`src/rtl/filtros_pkg.sv`:
```
// Shared definitions for the filter-block register interface.
// Frame length depends on MAESTRO_REGISTROS_CHECKSUM_EN (adds a trailing XOR byte).
package filtros_pkg;

    typedef enum logic [1:0] {
        ESPERA  = 2'd0,
        RECIBE  = 2'd1,
        ESCRIBE = 2'd2
    } estado_t;

`ifdef MAESTRO_REGISTROS_CHECKSUM_EN
    localparam int BYTES_TRAMA = 6;
`else
    localparam int BYTES_TRAMA = 5;
`endif

    localparam int ANCHO_DIR_DEF  = 11;
    localparam int ANCHO_DATO_DEF = 21;

endpackage

```
`src/rtl/temporizador_espera.sv`:
```
// Idle counter for stream receivers: counts enabled cycles since the last clear
// and flags expiry at TIEMPO_ESPERA-1.
module temporizador_espera #(
    parameter int TIEMPO_ESPERA = 1000
) (
    input  logic clk,
    input  logic reset,
    input  logic limpiar,
    input  logic habilitar,
    output logic expirado
);

    logic [15:0] cuenta;

    assign expirado = (cuenta == 16'(TIEMPO_ESPERA - 1));

    always_ff @(posedge clk or posedge reset) begin
        if (reset) begin
            cuenta <= '0;
        end else if (limpiar) begin
            cuenta <= '0;
        end else if (habilitar && !expirado) begin
            cuenta <= cuenta + 16'd1;
        end
    end

endmodule

```
`src/rtl/maestro_registros.sv`:
```
// Register-bus master: assembles byte-stream frames into single-cycle register writes.
// Optional MAESTRO_REGISTROS_CHECKSUM_EN appends and verifies an XOR checksum byte.
import filtros_pkg::*;

module maestro_registros #(
    parameter int ANCHO_DIR     = ANCHO_DIR_DEF,
    parameter int ANCHO_DATO    = ANCHO_DATO_DEF,
    parameter int TIEMPO_ESPERA = 1000
) (
    input  logic                  clk,
    input  logic                  reset,
    input  logic [7:0]            dato_entrada,
    input  logic                  dato_valido,
    output logic                  dato_listo,
    output logic [ANCHO_DIR-1:0]  direccion_registros,
    output logic [ANCHO_DATO-1:0] datos_registros,
    output logic                  habilitacion_registros,
    output logic                  error_trama,
    output logic [15:0]           contador_escrituras
);

    localparam int ANCHO_IDX = $clog2(BYTES_TRAMA);

    estado_t estado, estado_sig;

    logic                  listo_q;
    logic [ANCHO_IDX-1:0]  indice;
    logic [7:0]            buffer [BYTES_TRAMA-1];
    logic [7:0]            b [5];
    logic                  acepta;
    logic                  ultimo;
    logic                  chk_ok;
    logic                  expirado;
    logic [ANCHO_DIR-1:0]  dir_q;
    logic [ANCHO_DATO-1:0] dato_q;
    logic                  error_q;
    logic [15:0]           contador_q;

    assign acepta = dato_valido && listo_q;
    assign ultimo = (indice == ANCHO_IDX'(BYTES_TRAMA - 1));

    // The final byte is never stored: it is taken straight from dato_entrada.
    always_comb begin
        for (int unsigned i = 0; i < 4; i++) begin
            b[i] = buffer[i];
        end
`ifdef MAESTRO_REGISTROS_CHECKSUM_EN
        b[4]   = buffer[4];
        chk_ok = ((b[0] ^ b[1] ^ b[2] ^ b[3] ^ b[4]) == dato_entrada);
`else
        b[4]   = dato_entrada;
        chk_ok = 1'b1;
`endif
    end

    temporizador_espera #(
        .TIEMPO_ESPERA(TIEMPO_ESPERA)
    ) u_temporizador (
        .clk      (clk),
        .reset    (reset),
        .limpiar  (acepta || (estado != RECIBE)),
        .habilitar(estado == RECIBE),
        .expirado (expirado)
    );

    // State register; dato_listo is registered from the next state.
    always_ff @(posedge clk or posedge reset) begin
        if (reset) begin
            estado  <= ESPERA;
            listo_q <= 1'b0;
        end else begin
            estado  <= estado_sig;
            listo_q <= (estado_sig != ESCRIBE);
        end
    end

    always_comb begin
        estado_sig = estado;
        case (estado)
            ESPERA: begin
                if (acepta) begin
                    estado_sig = RECIBE;
                end
            end
            RECIBE: begin
                if (acepta) begin
                    if (ultimo) begin
                        estado_sig = chk_ok ? ESCRIBE : ESPERA;
                    end
                end else if (expirado) begin
                    estado_sig = ESPERA;
                end
            end
            ESCRIBE: estado_sig = ESPERA;
            default: estado_sig = ESPERA;
        endcase
    end

    always_comb begin
        habilitacion_registros = (estado == ESCRIBE);
    end

    always_ff @(posedge clk or posedge reset) begin
        if (reset) begin
            indice     <= '0;
            dir_q      <= '0;
            dato_q     <= '0;
            error_q    <= 1'b0;
            contador_q <= '0;
            for (int unsigned i = 0; i < BYTES_TRAMA - 1; i++) begin
                buffer[i] <= '0;
            end
        end else begin
            error_q <= 1'b0;
            if (acepta) begin
                if (ultimo) begin
                    indice <= '0;
                    if (chk_ok) begin
                        dir_q  <= ANCHO_DIR'({b[0], b[1]});
                        dato_q <= ANCHO_DATO'({b[2], b[3], b[4]});
                    end else begin
                        error_q <= 1'b1;
                    end
                end else begin
                    indice <= indice + ANCHO_IDX'(1);
                    for (int unsigned i = 0; i < BYTES_TRAMA - 1; i++) begin
                        if (indice == ANCHO_IDX'(i)) begin
                            buffer[i] <= dato_entrada;
                        end
                    end
                end
            end else if (estado == RECIBE && expirado) begin
                indice  <= '0;
                error_q <= 1'b1;
            end
            if (estado == ESCRIBE) begin
                contador_q <= contador_q + 16'd1;
            end
        end
    end

    assign dato_listo          = listo_q;
    assign direccion_registros = dir_q;
    assign datos_registros     = dato_q;
    assign error_trama         = error_q;
    assign contador_escrituras = contador_q;

endmodule

```
`config.mk`:
```
export PLATFORM = sky130hd
export DESIGN_NAME = maestro_registros
export DESIGN_NICKNAME = d
export VERILOG_FILES = /design/src/rtl/filtros_pkg.sv /design/src/rtl/temporizador_espera.sv /design/src/rtl/maestro_registros.sv
export SDC_FILE = /design/constraint.sdc
export NUM_CORES = 1
export LEC_CHECK = 0
export CELL_PAD_IN_SITES_DETAIL_PLACEMENT = 1
export CELL_PAD_IN_SITES_GLOBAL_PLACEMENT = 1
export CORE_ASPECT_RATIO = 1.25
export CORE_MARGIN = 4
export CORE_UTILIZATION = 45
export DETAILED_ROUTE_END_ITERATION = 7
export PLACE_DENSITY = 0.92
export SETUP_SLACK_MARGIN = 0.05
export SYNTH_ARGS = -nofsm -noshare
export SYNTH_HDL_FRONTEND = slang
export SYNTH_HIERARCHICAL = 1
export SYNTH_SLANG_ARGS = --single-unit
```
`constraint.sdc`:
```
create_clock -name clk -period 7.4 [get_ports clk]
set_input_delay 1.11 -clock clk [delete_from_list [all_inputs] [get_ports clk]]
set_output_delay 1.11 -clock clk [all_outputs]
set_load 0.05 [all_outputs]
```
==> summary.txt, run 1 <==
Max Clk Rate = 307 MHz
DR DRC count = 0
Post-synth ARST share = 1.00
worst skew pair latency = 360 ps
Critical Path Source Type = register
synth unique cells = 40
top cells by count, synth = nand2_1 (113), dfrtp_1 (95), mux2_2 (25)
RSZ-0062 raised after global routing = false
largest net degree at the start of global routing = 80
CTS Sinks = 95
CTS buffer count = 9
Syn Nets = 390
Leak Pwr = 2.30 nW
cts repair resizes = 0
Yosys reg bits = 95
Slew headroom = 0.177
WL/cell = 16.8 microns
Synth Flop Type = dfrtp_1
Clk network pwr share = 0.167
sequential share of power = 0.421
met3 usage = 0.0449
number of global-route vias before repair = 3143
VDD IR max = 0.000140 V
area leader, netlist = dfrtp_1
total grt overflow = 0
met2 Use GR = 0.349
final slew viol count = 0
Clk Tree Root Cell = clkbuf_8
H-tree Lvls = 3
Critical Setup Path Class = reg -> out
initial antenna violation count = 0
setup bufs post-CTS = 0
Mapped Cells = 372
Max Clock Skew = 11.0 ps
CP arrival = 2150 ps
Post-synth EDFFs = 0
initial core utilization = 0.462
Synth area leaders = dfrtp_1 (59%), nand2_1 (10%), mux2_2 (7.0%)
PortBufs = 61
die area = 0.0106 sq mm
Final Hold Viols = 0
via count = 2900
first-pass GRT wire length = 15900 microns
Yosys top cell area share = 0.588
fin util = 0.567
nets = 454
GRT Total Usage = 0.192
status = finished, final reports clean
mapped cell area = 0.00405 sq mm
die width = 92.8 microns
clock transition at the registers of the reported paths = 90 ps
Final min period = 3260 ps
P&R area growth vs syn = 22.7%
GPL Wtd Cong = 0.766
Comb pwr share = 0.412
Int Pwr = 1.09 mW
crit-path max FO = 6
I/O pin count = 62
Net Switching = 798 uW
Post-Syn Area per Cell = 10.9 sq um
Max Buffers Root-to-Sink = 2
fraction of layout cells with a size suffix above 1 = 0.134
Cell Rows = 38
Antenna Violating Nets Remaining = 0
Warnings, synthesis = 6
count of hold-fix buffers inserted at cts = 0
final wirelength = 9430 microns
Worst Max-Slew Pin Slew = 1230 ps
worst hold path class = reg -> reg
Max Cap Viol = 0
Die Y = 114 microns
vias per cell = 5.17
# setup viols final = 0
ANT cells = 0
PD cells = 381 mW/mm^2
Switching Share = 0.422
period utilisation layout = 0.440
CTS tree = yes
Required @ worst endpoint = 6290 ps
fillers = 972
Most Crowded Layer GR = met2
met1 Track Usage GR = 0.223
initial DRC count = 88
Seq/Total Area, Yosys = 0.588
First-pass DRT Iterations = 4
critical path endpoint category = primary output
Fin Setup TNS = 0 ps
core area = 0.00875 sq mm
most frequent cell after synthesis = nand2_1
Finished Layout Cells = 561
Placed Cells = 545
placed wire-length estimate = 6790 microns
-- critical path: stages (launching register included) --
cell,delay [ps]
dfrtp_1,460
nor2b_1,430
clkdlybuf4s50_1,900
-- placed cells by master (no fill, tap or decap), types with 3 or more instances in the layout --
cell type	Yosys	final
a21oi_1	6	6
clkbuf_8	0	10
clkdlybuf4s50_1	0	61
clkinv_2	0	3
dfrtp_1	95	95
ha_1	7	7
inv_1	10	9
mux2_2	25	25
nand2_1	113	113
nand3_1	10	10
nand3_2	3	3
nand4_1	11	11
nor2_1	17	16
nor2b_1	3	3
nor4_1	3	3
o21ai_0	6	6
or3_1	3	3
xnor2_1	14	14
xor2_1	10	10
-- registers in the layout (all words and copies together) (netlist names) --
name / count
b: 24
datos_registros: 21
contador_escrituras: 16
u_temporizador/cuenta: 16
direccion_registros: 11
indice: 3
estado: 2
dato_listo: 1
error_trama: 1
-- routing by layer --
metal  share of wire  vias up  wire (microns)
li1                -     1366               -
met4          0.0085        0              80
met2            0.55       50            5200
met3           0.034        9             317
met5               0        -               0
met1            0.41     1475            3830
-- path summary, 6_finish.rpt --
path	from	end	slack [ps]	cells after the start
max	estado[0]	habilitacion_registros	4140	2
min	b[18]	datos_registros[18]	470	2
max reg2reg	estado[0]	u_temporizador/cuenta[15]	5030	5
min reg2reg	b[18]	datos_registros[18]	470	2
max in group asynchronous	reset	indice[0]	5360	3
min in group asynchronous	reset	u_temporizador/cuenta[15]	1170	2
-- through the flow --
stage                     cell area, sq um  power, mW  setup slack (ps)  hold WS, ps
final                                 4960       1.89              4140          473
after CTS                             4960       1.91              4120          477
after detailed placement              4780       1.59              3930          463
after global placement                4780       1.54              4100          441
after global routing                  4960       2.00              4040          511
after floorplan                       4050       1.32              4270          433
-- layout make-up --
cell class,instances,area [sq um],area share
sequential,95,2380,0.479
multi-input combinational,257,1590,0.320
timing repair buffer,63,626,0.126
tap,120,150,0.0303
clock buffer,10,138,0.0277
clock inverter,6,43.8,0.00883
inverter,10,38.8,0.00782
-- logic make-up after synthesis --
kind of cell             synth area share
adder cells (fa/ha/maj)            0.0217
buffers and inverters              0.0201
XOR/XNOR                           0.0520
multiplexers                       0.0758
flip-flops                          0.588
AO/OA/AOI/OAI                      0.0294
AND/OR/NAND/NOR                     0.213
-- power by group through the flow --
stage / logic [mW] / clock network [mW] / registers [mW]
floorplan: 0.255 / 0 / 1.06
detailed placement: 0.786 / 0 / 0.808
global placement: 0.749 / 0 / 0.790
CTS: 0.791 / 0.325 / 0.799
finish: 0.779 / 0.316 / 0.795
global route: 0.833 / 0.348 / 0.818
(Power assumes the default switching activity.)
==> run 2, diff against run 1 <==
--- a/config.mk
+++ b/config.mk
@@ -9,9 +9,9 @@
 export CELL_PAD_IN_SITES_GLOBAL_PLACEMENT = 1
 export CORE_ASPECT_RATIO = 1.25
 export CORE_MARGIN = 4
-export CORE_UTILIZATION = 45
+export CORE_UTILIZATION = 38
 export DETAILED_ROUTE_END_ITERATION = 7
-export PLACE_DENSITY = 0.92
+export PLACE_DENSITY = 0.83
 export SETUP_SLACK_MARGIN = 0.05
 export SYNTH_ARGS = -nofsm -noshare
 export SYNTH_HDL_FRONTEND = slang
==> constraint.sdc (replaced) <==
create_clock -name clk -period 2.9 [get_ports clk]
set_input_delay 0.435 -clock clk [delete_from_list [all_inputs] [get_ports clk]]
set_output_delay 0.435 -clock clk [all_outputs]
set_load 0.05 [all_outputs]
==> summary.txt, run 2 (synthesized netlist as in run 1, its figures left out) <==
initial antenna violation count = 0
area occupied by multi-input gates = 0.00159 sq mm
PortBufs = 61
Reg area = 0.00238 sq mm
Max Buffers Root-to-Sink = 2
initial DRC count = 63
# setup viols final = 0
Final Hold Viols = 0
number of global-route vias before repair = 3180
vias per cell = 5.06
RSZ-0062 raised after global routing = false
placed wire-length estimate = 6710 microns
Cell Rows = 41
CTS Sinks = 95
clock transition at the registers of the reported paths = 60 ps
Required @ worst endpoint = 2470 ps
status = finished, final reports clean
cts repair resizes = 0
CP arrival = 2060 ps
CTS tree = yes
worst skew pair latency = 340 ps
critical path endpoint category = primary output
Critical Path Source Type = register
Placed Area = 0.00483 sq mm
Fin Setup TNS = 0 ps
Final min period = 2490 ps
count of hold-fix buffers inserted at cts = 0
VDD IR max = 0.000338 V
Max Clock Skew = 12.4 ps
die width = 100 microns
I/O pin count = 62
most frequent cells in the layout = nand2_1 (113), dfrtp_1 (95), clkdlybuf4s50_1 (61), mux2_2 (25), nor2_1 (16)
CTS buffer count = 9
Antenna Violating Nets Remaining = 0
via count = 2900
nets = 457
die area = 0.0124 sq mm
First-pass DRT Iterations = 4
core area = 0.0103 sq mm
final instance area = 0.00510 sq mm
Max Cap Viol = 0
fraction of layout cells with a size suffix above 1 = 0.137
final wirelength = 9540 microns
max FFs per register = 24
fillers = 1136
Max Clk Rate = 401 MHz
final slew viol count = 0
DR DRC count = 0
hold_ws = 467 ps
setup bufs post-CTS = 0
Die Y = 123 microns
P&R area growth vs syn = 26.1%
worst hold path class = reg -> reg
WL/cell = 16.6 microns
first-pass GRT wire length = 16300 microns
Slew headroom = 0.543
initial core utilization = 0.394
H-tree Lvls = 3
PD cells = 1000 mW/mm^2
Critical Setup Path Class = reg -> out
Leak Pwr = 2.36 nW
period utilisation layout = 0.859
Clk Tree Root Cell = clkbuf_16
GPL Wtd Cong = 0.770
commonest non-fill, non-tap cell in the layout = nand2_1
ANT cells = 0
largest net degree at the start of global routing = 44
Worst Max-Slew Pin Slew = 684 ps
total grt overflow = 0
GRT Total Usage = 0.170
crit-path max FO = 6
[run 2: cell count changes in the layout (fill, tap and decap cells not counted)]
cell and delta:
clkbuf_1 +1, buf_12 +1, clkbuf_8 -9, clkinv_2 +1, clkinv_4 -1, clkbuf_16 +9, clkinvlp_4 -1, buf_4 +2
[run 2: path summary, 6_finish.rpt]
| kind | slack, ps | cells after the start | end | startpoint |
|---|---|---|---|---|
| min in group asynchronous | 530 | 2 | u_temporizador/cuenta[12] | reset |
| worst max register to register | 820 | 6 | indice[0] | u_temporizador/cuenta[0] |
| worst min register to register | 470 | 2 | direccion_registros[1] | b[25] |
| worst max-delay path | 410 | 2 | habilitacion_registros | estado[0] |
| max in group asynchronous | 1700 | 3 | direccion_registros[2] | reset |
| worst min-delay path | 470 | 2 | direccion_registros[1] | b[25] |
[run 2: report_power, final]
| group | switching, mW | internal (mW) | total, mW |
|---|---|---|---|
| sequential | 0.278 | 1.75 | 2.03 |
| clock | 0.497 | 0.605 | 1.10 |
| combinational | 1.28 | 0.724 | 2.00 |
| total | 2.05 | 3.08 | 5.13 |
[run 2: cell type report]
cell class	count	share of cell area
clock inverters	5	0.00638
well taps	129	0.0316
flip-flops and latches	95	0.466
clock buffers	11	0.0476
repair buffers	66	0.129
inverters	10	0.00760
multi-input cells	257	0.311
[run 2: per-layer routing]
layer  GRT usage  share of wire  up-vias
met3      0.0344          0.037       14
li1            -              -     1370
met2       0.296           0.52       60
met1       0.204           0.42     1456
met5           0              0        -
met4      0.0716          0.027        0
[run 2: worst max-delay path, cell delays in order, from the launching register on]
cell and delay, ps:
dfrtp_1 450, nor2b_1 380, clkdlybuf4s50_1 890
[run 2: metrics by stage]
stage / util / setup WS (ps) / std cells / power [mW]
final: 0.497 / 408 / 573 / 5.13
after global routing: 0.497 / 301 / 573 / 5.44
after CTS: 0.497 / 381 / 573 / 5.21
after detailed placement: 0.470 / 776 / 557 / 4.07
after global placement: 0.470 / 793 / 557 / 3.96
after floorplan: - / 442 / 372 / 3.36
==> run 3, diff against run 2 <==
--- a/config.mk
+++ b/config.mk
@@ -5,13 +5,15 @@
 export SDC_FILE = /design/constraint.sdc
 export NUM_CORES = 1
 export LEC_CHECK = 0
+export CAP_MARGIN = 20
 export CELL_PAD_IN_SITES_DETAIL_PLACEMENT = 1
 export CELL_PAD_IN_SITES_GLOBAL_PLACEMENT = 1
 export CORE_ASPECT_RATIO = 1.25
 export CORE_MARGIN = 4
 export CORE_UTILIZATION = 38
 export DETAILED_ROUTE_END_ITERATION = 7
-export PLACE_DENSITY = 0.83
+export PLACE_DENSITY = 0.84
+export REMOVE_ABC_BUFFERS = 1
 export SETUP_SLACK_MARGIN = 0.05
 export SYNTH_ARGS = -nofsm -noshare
 export SYNTH_HDL_FRONTEND = slang
==> summary.txt, run 3 (synthesized netlist as in run 1, its figures left out) <==
status = finished, final reports clean
count of hold-fix buffers inserted at cts = 0
most frequent cells in the layout = nand2_1 (113), dfrtp_1 (95), clkdlybuf4s50_1 (61), mux2_2 (25), nor2_1 (16)
Int Pwr = 3.24 mW
H-tree Lvls = 3
final slew viol count = 0
critical path endpoint category = primary output
P&R area growth vs syn = 27.5%
GRT Total Usage = 0.167
Clk Tree Root Cell = clkbuf_16
Critical Setup Path Class = reg -> out
R2R depth = 6
worst hold path class = in -> async
PD cells = 1030 mW/mm^2
Final Hold Viols = 0
reg-to-reg endpoint = indice[0]
Max Clk Rate = 391 MHz
Critical Path Source Type = register
initial core utilization = 0.394
setup slack, reg-to-reg = 720 ps
worst flop-to-flop path startpoint = u_temporizador/cuenta[0]
CTS tree = yes
setup bufs post-CTS = 0
first-pass GRT wire length = 16200 microns
ANT cells = 0
Max Clock Skew = 8.57 ps
CTS Sinks = 95
Slew headroom = 0.542
largest net degree at the start of global routing = 56
vias per cell = 5.14
Net Switching = 2.08 mW
Cell Rows = 41
via count = 2946
Leak Pwr = 2.38 nW
CP arrival = 2120 ps
Tot Pwr = 5.32 mW
cts repair resizes = 0
Crit path max-delay family = buffers and inverters
GPL Wtd Cong = 0.752
Fin Setup TNS = 0 ps
fraction of layout cells with a size suffix above 1 = 0.140
Placed Cells = 557
total grt overflow = 0
Max Buffers Root-to-Sink = 2
# setup viols final = 0
Final min period = 2560 ps
period utilisation layout = 0.883
number of global-route vias before repair = 3292
First-pass DRT Iterations = 4
CTS buffer count = 9
Max Cap Viol = 0
die width = 100 microns
PortBufs = 61
Antenna Violating Nets Remaining = 0
DR DRC count = 0
RSZ-0062 raised after global routing = false
max FFs per register = 24
Die Y = 123 microns
initial antenna violation count = 0
worst skew pair latency = 350 ps
fin util = 0.503
Required @ worst endpoint = 2470 ps
core area = 0.0103 sq mm
worst path buffer plus inverter count = 1
commonest non-fill, non-tap cell in the layout = nand2_1
nets = 457
Critical-path top delay cell = clkdlybuf4s50_1
Worst Max-Slew Pin Slew = 681 ps
clock transition at the registers of the reported paths = 70 ps
Finished Layout Cells = 573
Switching Share = 0.391
crit-path max cell delay = 900 ps
crit path from = estado[0]
final wirelength = 9320 microns
Critical Path, Cell by Cell = nor2b_1, clkdlybuf4s50_1
Comb pwr share = 0.375
initial DRC count = 98
placed wire-length estimate = 6480 microns
I/O pin count = 62
WL/cell = 16.3 microns
sequential share of power = 0.381
crit-path max FO = 6
hold_ws = 439 ps
die area = 0.0124 sq mm
VDD IR max = 0.000434 V
Clk network pwr share = 0.244
run 3: cell count changes in the layout (fill, tap and decap cells not counted), sizes merged:
cell	before	now
bufinv	0	2
clkbuf	11	9
clkinv	5	4
inv	10	11
run 3: power by group through the flow:
| stage | clock network [mW] | registers [mW] | logic [mW] |
|---|---|---|---|
| final | 1.30 | 2.02 | 1.99 |
| after global routing | 1.40 | 2.09 | 2.15 |
| after CTS | 1.34 | 2.03 | 2.03 |
| after detailed placement | 0 | 2.05 | 2.01 |
| after global placement | 0 | 2.02 | 1.95 |
| after floorplan | 0 | 2.71 | 0.635 |
run 3: worst max-delay path by stage:
stage / cells past startpoint / slack, ps / to
global placement: 6 / 750 / datos_registros[12]
CTS: 2 / 330 / habilitacion_registros
floorplan: 1 / 440 / b[10]
detailed placement: 6 / 690 / datos_registros[19]
global route: 2 / 200 / habilitacion_registros
finish: 2 / 340 / habilitacion_registros
run 3: through the flow:
step | instance area [sq um] | worst slack (ps)
2_1_floorplan | 4000 | 442
3_3_place_gp | 4830 | 754
3_5_place_dp | 4830 | 690
4_1_cts | 5160 | 332
5_1_grt | 5160 | 198
6_report | 5160 | 341
run 3: cell type report:
cell class,instances,area (sq um)
fill,1131,5100
sequential,95,2380
multi-input combinational,257,1590
timing repair buffer,66,661
clock buffer,9,225
tap,129,161
clock inverter,7,104
inverter,10,38.8
run 3: routing by layer:
| layer | share of wire | global-route usage |
|---|---|---|
| met5 | 0 | 0 |
| met4 | 0.020 | 0.0725 |
| met3 | 0.034 | 0.0350 |
| met2 | 0.51 | 0.283 |
| met1 | 0.44 | 0.206 |
